### src/rtl/proc_seq_ctrl_if.sv
// ---------------------------------------------------------------------------
// proc_seq_ctrl_if
// Bundles every non-clock/reset signal of the processor sequencer.
//
// Protocol: start and step are single-cycle pulses. They are sampled on the
// rising edge only while the sequencer sits in IDLE (start and step) or HALT
// (start only). A pulse seen in any other state is dropped, not queued.
// ins is the synchronous instruction-memory read data for imem_addr one
// cycle earlier. nextpc and wra come from the execute stage and must be
// stable from EXEC until the end of WB.
//
// Modports
//   master : host / datapath side (drives start, step_en, step, ins,
//            nextpc, wra; observes everything else)
//   slave  : the sequencer itself
// ---------------------------------------------------------------------------
interface proc_seq_ctrl_if #(
   parameter int IMEM_AW = 8
);
   logic               start;
   logic               step_en;
   logic               step;
   logic [31:0]        ins;
   logic [31:0]        nextpc;
   logic [4:0]         wra;
   logic [31:0]        pc;
   logic [IMEM_AW-1:0] imem_addr;
   logic [31:0]        ir;
   logic               dm_wr_gate;
   logic               rf_we;
   logic [4:0]         rf_wa;
   logic [2:0]         state;
   logic               halted;
   logic [31:0]        retired;

   modport master (
      output start, step_en, step, ins, nextpc, wra,
      input  pc, imem_addr, ir, dm_wr_gate, rf_we, rf_wa, state, halted,
             retired
   );

   modport slave (
      input  start, step_en, step, ins, nextpc, wra,
      output pc, imem_addr, ir, dm_wr_gate, rf_we, rf_wa, state, halted,
             retired
   );
endinterface

### src/rtl/proc_seq_ctrl.sv
// ---------------------------------------------------------------------------
// proc_seq_ctrl
// Multi-cycle sequencer for the single-issue processor. Steps every
// instruction through FETCH, DECODE, EXEC, optional MEM and WB; drives the
// instruction-memory address and the instruction register; gates data-memory
// and register-file writes; commits the execute-stage next PC in WB.
// Supports free-run, single-step (step_en=1) and HALT for host bring-up.
//
// Ports
//   clk    : system clock, rising edge
//   rst_n  : asynchronous active-low reset
//   bus    : proc_seq_ctrl_if.slave (start, step_en, step, ins, nextpc, wra
//            in; pc, imem_addr, ir, dm_wr_gate, rf_we, rf_wa, state, halted,
//            retired out)
//
// Optional feature: define PROC_SEQ_CTRL_PERF_EN to enable the retired
// instruction counter (bus.retired) and an internal cycle counter (cycles)
// that counts every cycle spent outside IDLE/HALT. Without it retired is 0.
//
// dm_wr_gate, rf_we and halted are registered from the next-state decode, so
// no output has a combinational path from ins.
// ---------------------------------------------------------------------------
module proc_seq_ctrl #(
   parameter logic [31:0] RESET_PC = 32'd0,
   parameter int          IMEM_AW  = 8,
   parameter logic [5:0]  HALT_OP  = 6'd63
) (
   input logic            clk,
   input logic            rst_n,
   proc_seq_ctrl_if.slave bus
);

   typedef enum logic [2:0] {
      S_IDLE   = 3'd0,
      S_FETCH  = 3'd1,
      S_DECODE = 3'd2,
      S_EXEC   = 3'd3,
      S_MEM    = 3'd4,
      S_WB     = 3'd5,
      S_HALT   = 3'd6
   } state_t;

   state_t      state_q, state_d;
   logic [31:0] pc_q;
   logic [31:0] ir_q;
   logic        dm_wr_gate_q, dm_wr_gate_d;
   logic        rf_we_q, rf_we_d;
   logic        halted_q, halted_d;
   logic [5:0]  op;

   assign op = ir_q[31:26];

   // Loads (16,18,20) and stores (24,26,28) take the MEM detour.
   function automatic logic is_mem_op(input logic [5:0] o);
      return (o == 6'd16) || (o == 6'd18) || (o == 6'd20) ||
             (o == 6'd24) || (o == 6'd26) || (o == 6'd28);
   endfunction

   function automatic logic is_store(input logic [5:0] o);
      return (o == 6'd24) || (o == 6'd26) || (o == 6'd28);
   endfunction

   // Opcodes that produce a register-file result.
   function automatic logic writes_rf(input logic [5:0] o);
      return (o == 6'd0)  || (o == 6'd1)  || (o == 6'd3)  || (o == 6'd4)  ||
             (o == 6'd5)  || (o == 6'd6)  || (o == 6'd16) || (o == 6'd18) ||
             (o == 6'd20) || (o == 6'd41);
   endfunction

   // ---------------- state register ----------------
   always_ff @(posedge clk or negedge rst_n) begin
      if (!rst_n) begin
         state_q <= S_IDLE;
      end else begin
         state_q <= state_d;
      end
   end

   // ---------------- next state / next outputs ----------------
   always_comb begin
      state_d      = state_q;
      dm_wr_gate_d = 1'b0;
      rf_we_d      = 1'b0;
      halted_d     = 1'b0;
      case (state_q)
         // In single-step mode only step counts, so step wins over start.
         S_IDLE:   if (bus.step_en ? bus.step : bus.start) state_d = S_FETCH;
         S_FETCH:  state_d = S_DECODE;
         S_DECODE: state_d = (bus.ins[31:26] == HALT_OP) ? S_HALT : S_EXEC;
         S_EXEC:   state_d = is_mem_op(op) ? S_MEM : S_WB;
         S_MEM:    state_d = S_WB;
         S_WB:     state_d = bus.step_en ? S_IDLE : S_FETCH;
         S_HALT:   if (bus.start) state_d = S_FETCH;
         default:  state_d = S_IDLE;
      endcase
      // Qualifiers are computed for the state being entered and registered,
      // so they are high exactly during that state.
      dm_wr_gate_d = (state_d == S_MEM) && is_store(op);
      rf_we_d      = (state_d == S_WB) && writes_rf(op) && (bus.wra != 5'd0);
      halted_d     = (state_d == S_HALT);
   end

   // ---------------- datapath registers ----------------
   always_ff @(posedge clk or negedge rst_n) begin
      if (!rst_n) begin
         pc_q         <= RESET_PC;
         ir_q         <= 32'd0;
         dm_wr_gate_q <= 1'b0;
         rf_we_q      <= 1'b0;
         halted_q     <= 1'b0;
      end else begin
         dm_wr_gate_q <= dm_wr_gate_d;
         rf_we_q      <= rf_we_d;
         halted_q     <= halted_d;
         if (state_q == S_DECODE) ir_q <= bus.ins;
         if (state_q == S_WB) begin
            pc_q <= bus.nextpc;
         end else if ((state_q == S_HALT) && bus.start) begin
            pc_q <= RESET_PC;
         end
      end
   end

`ifdef PROC_SEQ_CTRL_PERF_EN
   logic [31:0] retired_q;
   logic [31:0] cycles;

   always_ff @(posedge clk or negedge rst_n) begin
      if (!rst_n) begin
         retired_q <= 32'd0;
         cycles    <= 32'd0;
      end else begin
         if (state_q == S_WB) retired_q <= retired_q + 32'd1;
         if ((state_q != S_IDLE) && (state_q != S_HALT)) cycles <= cycles + 32'd1;
      end
   end

   assign bus.retired = retired_q;
`else
   assign bus.retired = 32'd0;
`endif

   assign bus.pc         = pc_q;
   assign bus.imem_addr  = pc_q[IMEM_AW-1:0];
   assign bus.ir         = ir_q;
   assign bus.dm_wr_gate = dm_wr_gate_q;
   assign bus.rf_we      = rf_we_q;
   assign bus.rf_wa      = bus.wra;
   assign bus.state      = state_q;
   assign bus.halted     = halted_q;

endmodule

### src/flat_wrapper.sv
// flat-port wrapper written by rule: the top's interface ports become plain ports
module proc_seq_ctrl_flat 
#(
   parameter logic [31:0] RESET_PC = 32'd0,
   parameter int          IMEM_AW  = 8,
   parameter logic [5:0]  HALT_OP  = 6'd63
)
  (clk, rst_n, bus_start, bus_step_en, bus_step, bus_ins, bus_nextpc, bus_wra, bus_pc, bus_imem_addr, bus_ir, bus_dm_wr_gate, bus_rf_we, bus_rf_wa, bus_state, bus_halted, bus_retired);
  proc_seq_ctrl_if #(.IMEM_AW(IMEM_AW)) bus_i ();
  input logic clk;
  input logic rst_n;
  input wire logic [$bits(bus_i.start)-1:0] bus_start;
  input wire logic [$bits(bus_i.step_en)-1:0] bus_step_en;
  input wire logic [$bits(bus_i.step)-1:0] bus_step;
  input wire logic [$bits(bus_i.ins)-1:0] bus_ins;
  input wire logic [$bits(bus_i.nextpc)-1:0] bus_nextpc;
  input wire logic [$bits(bus_i.wra)-1:0] bus_wra;
  output wire logic [$bits(bus_i.pc)-1:0] bus_pc;
  output wire logic [$bits(bus_i.imem_addr)-1:0] bus_imem_addr;
  output wire logic [$bits(bus_i.ir)-1:0] bus_ir;
  output wire logic [$bits(bus_i.dm_wr_gate)-1:0] bus_dm_wr_gate;
  output wire logic [$bits(bus_i.rf_we)-1:0] bus_rf_we;
  output wire logic [$bits(bus_i.rf_wa)-1:0] bus_rf_wa;
  output wire logic [$bits(bus_i.state)-1:0] bus_state;
  output wire logic [$bits(bus_i.halted)-1:0] bus_halted;
  output wire logic [$bits(bus_i.retired)-1:0] bus_retired;
  assign bus_i.start = bus_start;
  assign bus_i.step_en = bus_step_en;
  assign bus_i.step = bus_step;
  assign bus_i.ins = bus_ins;
  assign bus_i.nextpc = bus_nextpc;
  assign bus_i.wra = bus_wra;
  assign bus_pc = bus_i.pc;
  assign bus_imem_addr = bus_i.imem_addr;
  assign bus_ir = bus_i.ir;
  assign bus_dm_wr_gate = bus_i.dm_wr_gate;
  assign bus_rf_we = bus_i.rf_we;
  assign bus_rf_wa = bus_i.rf_wa;
  assign bus_state = bus_i.state;
  assign bus_halted = bus_i.halted;
  assign bus_retired = bus_i.retired;
  proc_seq_ctrl #(.RESET_PC(RESET_PC), .IMEM_AW(IMEM_AW), .HALT_OP(HALT_OP)) u_core (.clk(clk), .rst_n(rst_n), .bus(bus_i));
endmodule
### config.mk
export PLATFORM = sky130hd
export DESIGN_NAME = proc_seq_ctrl_flat
export DESIGN_NICKNAME = d
export VERILOG_FILES = /design/src/rtl/proc_seq_ctrl_if.sv /design/src/rtl/proc_seq_ctrl.sv /design/src/flat_wrapper.sv
export SDC_FILE = /design/constraint.sdc
export NUM_CORES = 1
export LEC_CHECK = 0
export ABC_AREA = 1
export CORE_MARGIN = 2
export CORE_UTILIZATION = 38
export DETAILED_ROUTE_END_ITERATION = 6
export GPL_TIMING_DRIVEN = 1
export PLACE_DENSITY = 0.81
export SYNTH_ARGS = -nofsm -noshare
export SYNTH_HDL_FRONTEND = slang
export SYNTH_SLANG_ARGS = --single-unit
### constraint.sdc
create_clock -name clk -period 1.5 [get_ports clk]
set_input_delay 0.15 -clock clk [delete_from_list [all_inputs] [get_ports clk]]
set_output_delay 0.15 -clock clk [all_outputs]
set_load 0.01 [all_outputs]
==> results.json <==
{
  "outcome": "completed",
  "hold_violations": 0,
  "drive_above_1_share_pct": 7.39,
  "critPathMaxFanout": 4,
  "final_nets": 624,
  "htreeDepth": 3,
  "insertion_delay_ns": 0.33,
  "p_int_w": 0.00624,
  "first_global_vias": 3007,
  "ys_async_sr_fraction_pct": 100,
  "synth_most_common_cell": "nand2_1",
  "fp.coreArea_um2": 8300,
  "r2r_cells": 7,
  "yosys.area.top_type_share_pct": 53.2,
  "placed_cell_area_um2": 4790,
  "synth_sequential_area_ratio_pct": 53.2,
  "die_area_um2": 9420,
  "crit-reg2reg-capture": "u_core.bus.pc[12]",
  "postSynthCellCount": 395,
  "path_class": "register to output pin",
  "place_congestion": 0.915,
  "setup-violations-final": 0,
  "worstPathRequired_ns": 1.35,
  "diodes": 0,
  "cts_tree": "built",
  "cp.arrival_ns": 1.33,
  "fin_skew_ns": 0.0112,
  "critical_path.endpoint_type": "output pin",
  "cp_cell_sequence": "clkdlybuf4s50_1",
  "first_iter_violations": 83,
  "synth.distinct_cells": 19,
  "cp_num_buf_inv": 1,
  "stdcell_area_um2": 5120,
  "cpPeakStageDelay_ns": 0.58,
  "clk_path_buf_depth": 2,
  "synth_edf_count": 0,
  "initial_core_util_pct": 39.7,
  "grt_max_degree": 71,
  "ys_ff_latch": 70,
  "share_comb_of_total_power_pct": 50.3,
  "ioPinCount": 189,
  "r2r_start": "u_core.bus.state[0]",
  "vias": 3029,
  "powerDensity_nw_per_um2": 1910,
  "netlist_top_cells_count": "107 x nand2_1, 70 x dfrtp_1, 46 x buf_4, 44 x inv_1, 41 x nand3_1",
  "clock_power_share_pct": 15.6,
  "totalWireLength_um": 8660,
  "gr-total-overflow": 0,
  "cts_root_buf": "clkbuf_8",
  "fin_crit_ns": 1.48,
  "p_seq_share_pct": 34.2,
  "clkTransAtPathRegs_ns": 0.08,
  "cts.sinks": 70,
  "reg2reg_slack_ns": 0.09,
  "peakVddDrop_uv": 1010,
  "drv_cap": 0,
  "final_antenna_net_count": 0,
  "p_leak_nw": 2.52,
  "maxSlewViolCount": 0,
  "numCtsBuffers": 9,
  "worst_setup_path_start_kind": "register",
  "cp-endpoint": "bus_ir[29]",
  "grt_pass1_wl_um": 14000,
  "first_pass_iters": 4,
  "crit_path_start": "u_core.bus.ir[29]",
  "antenna_found_initial": 0,
  "fin_setup_tns_ns": 0,
  "slowest_stage": "clkdlybuf4s50_1",
  "vias_per_cell": 4.59,
  "dominantRegCellSynth": "dfrtp_1",
  "synth.avg_cell_area_um2": 8.33,
  "area_growth_pct": 55.5,
  "yosys-top-cells-area": "dfrtp_1 53%, nand2_1 12%, buf_4 10%",
  "die_h_um": 97.1,
  "netlist_area_um2": 3290,
  "p_sw_share_pct": 36.4,
  "drc": 0,
  "fin_crit_sh_pct": 98.4,
  "synth_top_area_cell": "dfrtp_1",
  "hold_class": "input pin to register",
  "io_buffers": 156,
  "crit_family": "buffers and inverters",
  "fmax_mhz": 677,
  "die_x_um": 97.1,
  "grt_usage_pct": 18.0,
  "avgRoutedWirePerCell_um": 13.1,
  "fp-row-count": 33,
  "switching_power_w": 0.00356,
  "ys_warn_count": 0,
  "cp_num_cells": 1,
  "hpwl_um": 6260
}
cell usage in the layout, fill, tap and decap left out, types with 2 or more instances in the layout:
cell type | synthesis | layout
dfrtp_1 | 70 | 68
nand2_1 | 107 | 107
buf_12 | 0 | 5
clkbuf_1 | 5 | 2
clkdlybuf4s50_1 | 0 | 153
dfrtp_2 | 0 | 2
nor2_1 | 18 | 17
dlygate4sd2_1 | 0 | 2
nand3_1 | 41 | 40
a21oi_1 | 2 | 2
conb_1 | 1 | 32
o21ai_0 | 40 | 40
nand4_1 | 3 | 3
buf_4 | 46 | 10
clkbuf_8 | 0 | 11
inv_1 | 44 | 44
cell families after synthesis:
group	count (synthesis)	synth area share (%)
compound gates	43	6.54
buf+inv	107	17.8
flops	70	53.2
other cells	1	0.114
simple gates	174	22.3
through the flow:
stage,total power [W],instances,setup WS (ns),utilization [%],hold slack (ns)
floorplan,0.00557,426,0.262,-,-0.146
global route,0.0105,660,-0.0210,61.7,0.338
CTS,0.00971,652,0.00964,60.6,0.335
global placement,0.00788,633,0.153,57.7,0.198
finish,0.00980,660,0.0234,61.7,0.351
detailed placement,0.00807,633,0.0807,57.7,0.204
flip-flops by register name (all words and copies together) (netlist names):
register / flops
u_core.bus.pc: 32
u_core.bus.rf_we: 1
u_core.bus.ir: 32
u_core.bus.state: 3
u_core.bus.halted: 1
u_core.bus.dm_wr_gate: 1
cell type report:
type                    count  area, µm²
clock buffers              13        159
clock inverters             3       42.5
fillers                   742       3180
inverters                  46        175
multi-input cells         249       1080
flip-flops and latches     70       1750
well taps                 105        131
repair buffers            174       1780
worst min path at each step:
| stage | start | to | slack [ns] | cells after the start |
|---|---|---|---|---|
| global route | bus_ins[5] | u_core.bus.ir[5] | 0.34 | 3 |
| finish | bus_ins[15] | u_core.bus.ir[15] | 0.35 | 3 |
| CTS | bus_ins[15] | u_core.bus.ir[15] | 0.33 | 3 |
| detailed placement | rst_n | u_core.bus.ir[11] | 0.20 | 2 |
| global placement | rst_n | u_core.bus.ir[11] | 0.20 | 2 |
| floorplan | rst_n | u_core.bus.dm_wr_gate | -0.15 | 0 |
what timing repair did:
action	in CTS	in global routing
gates resized for setup	4	4
setup endpoints to repair	3	30
pin swaps	0	1
buffers inserted	2	7
hold buffers	1	0
hold endpoints to repair	70	0
cloned	0	1
routing by layer:
| metal | vias to the layer above | track usage [%] | part of all wire, % |
|---|---|---|---|
| met5 | - | 0 | 0 |
| met4 | 0 | 7.26 | 2.8 |
| met3 | 23 | 4.53 | 6.8 |
| met2 | 149 | 32.6 | 52 |
| met1 | 1393 | 20.2 | 39 |
| li1 | 1464 | - | - |
power groups by stage:
stage          clock, W  combinational, W  sequential, W
2_1_floorplan         0           0.00186        0.00371
3_3_place_gp          0           0.00451        0.00337
3_5_place_dp          0           0.00467        0.00340
4_1_cts         0.00158           0.00476        0.00338
5_1_grt         0.00165           0.00540        0.00346
6_report        0.00153           0.00493        0.00335
No activity file was read; power rests on OpenSTA's default activity.
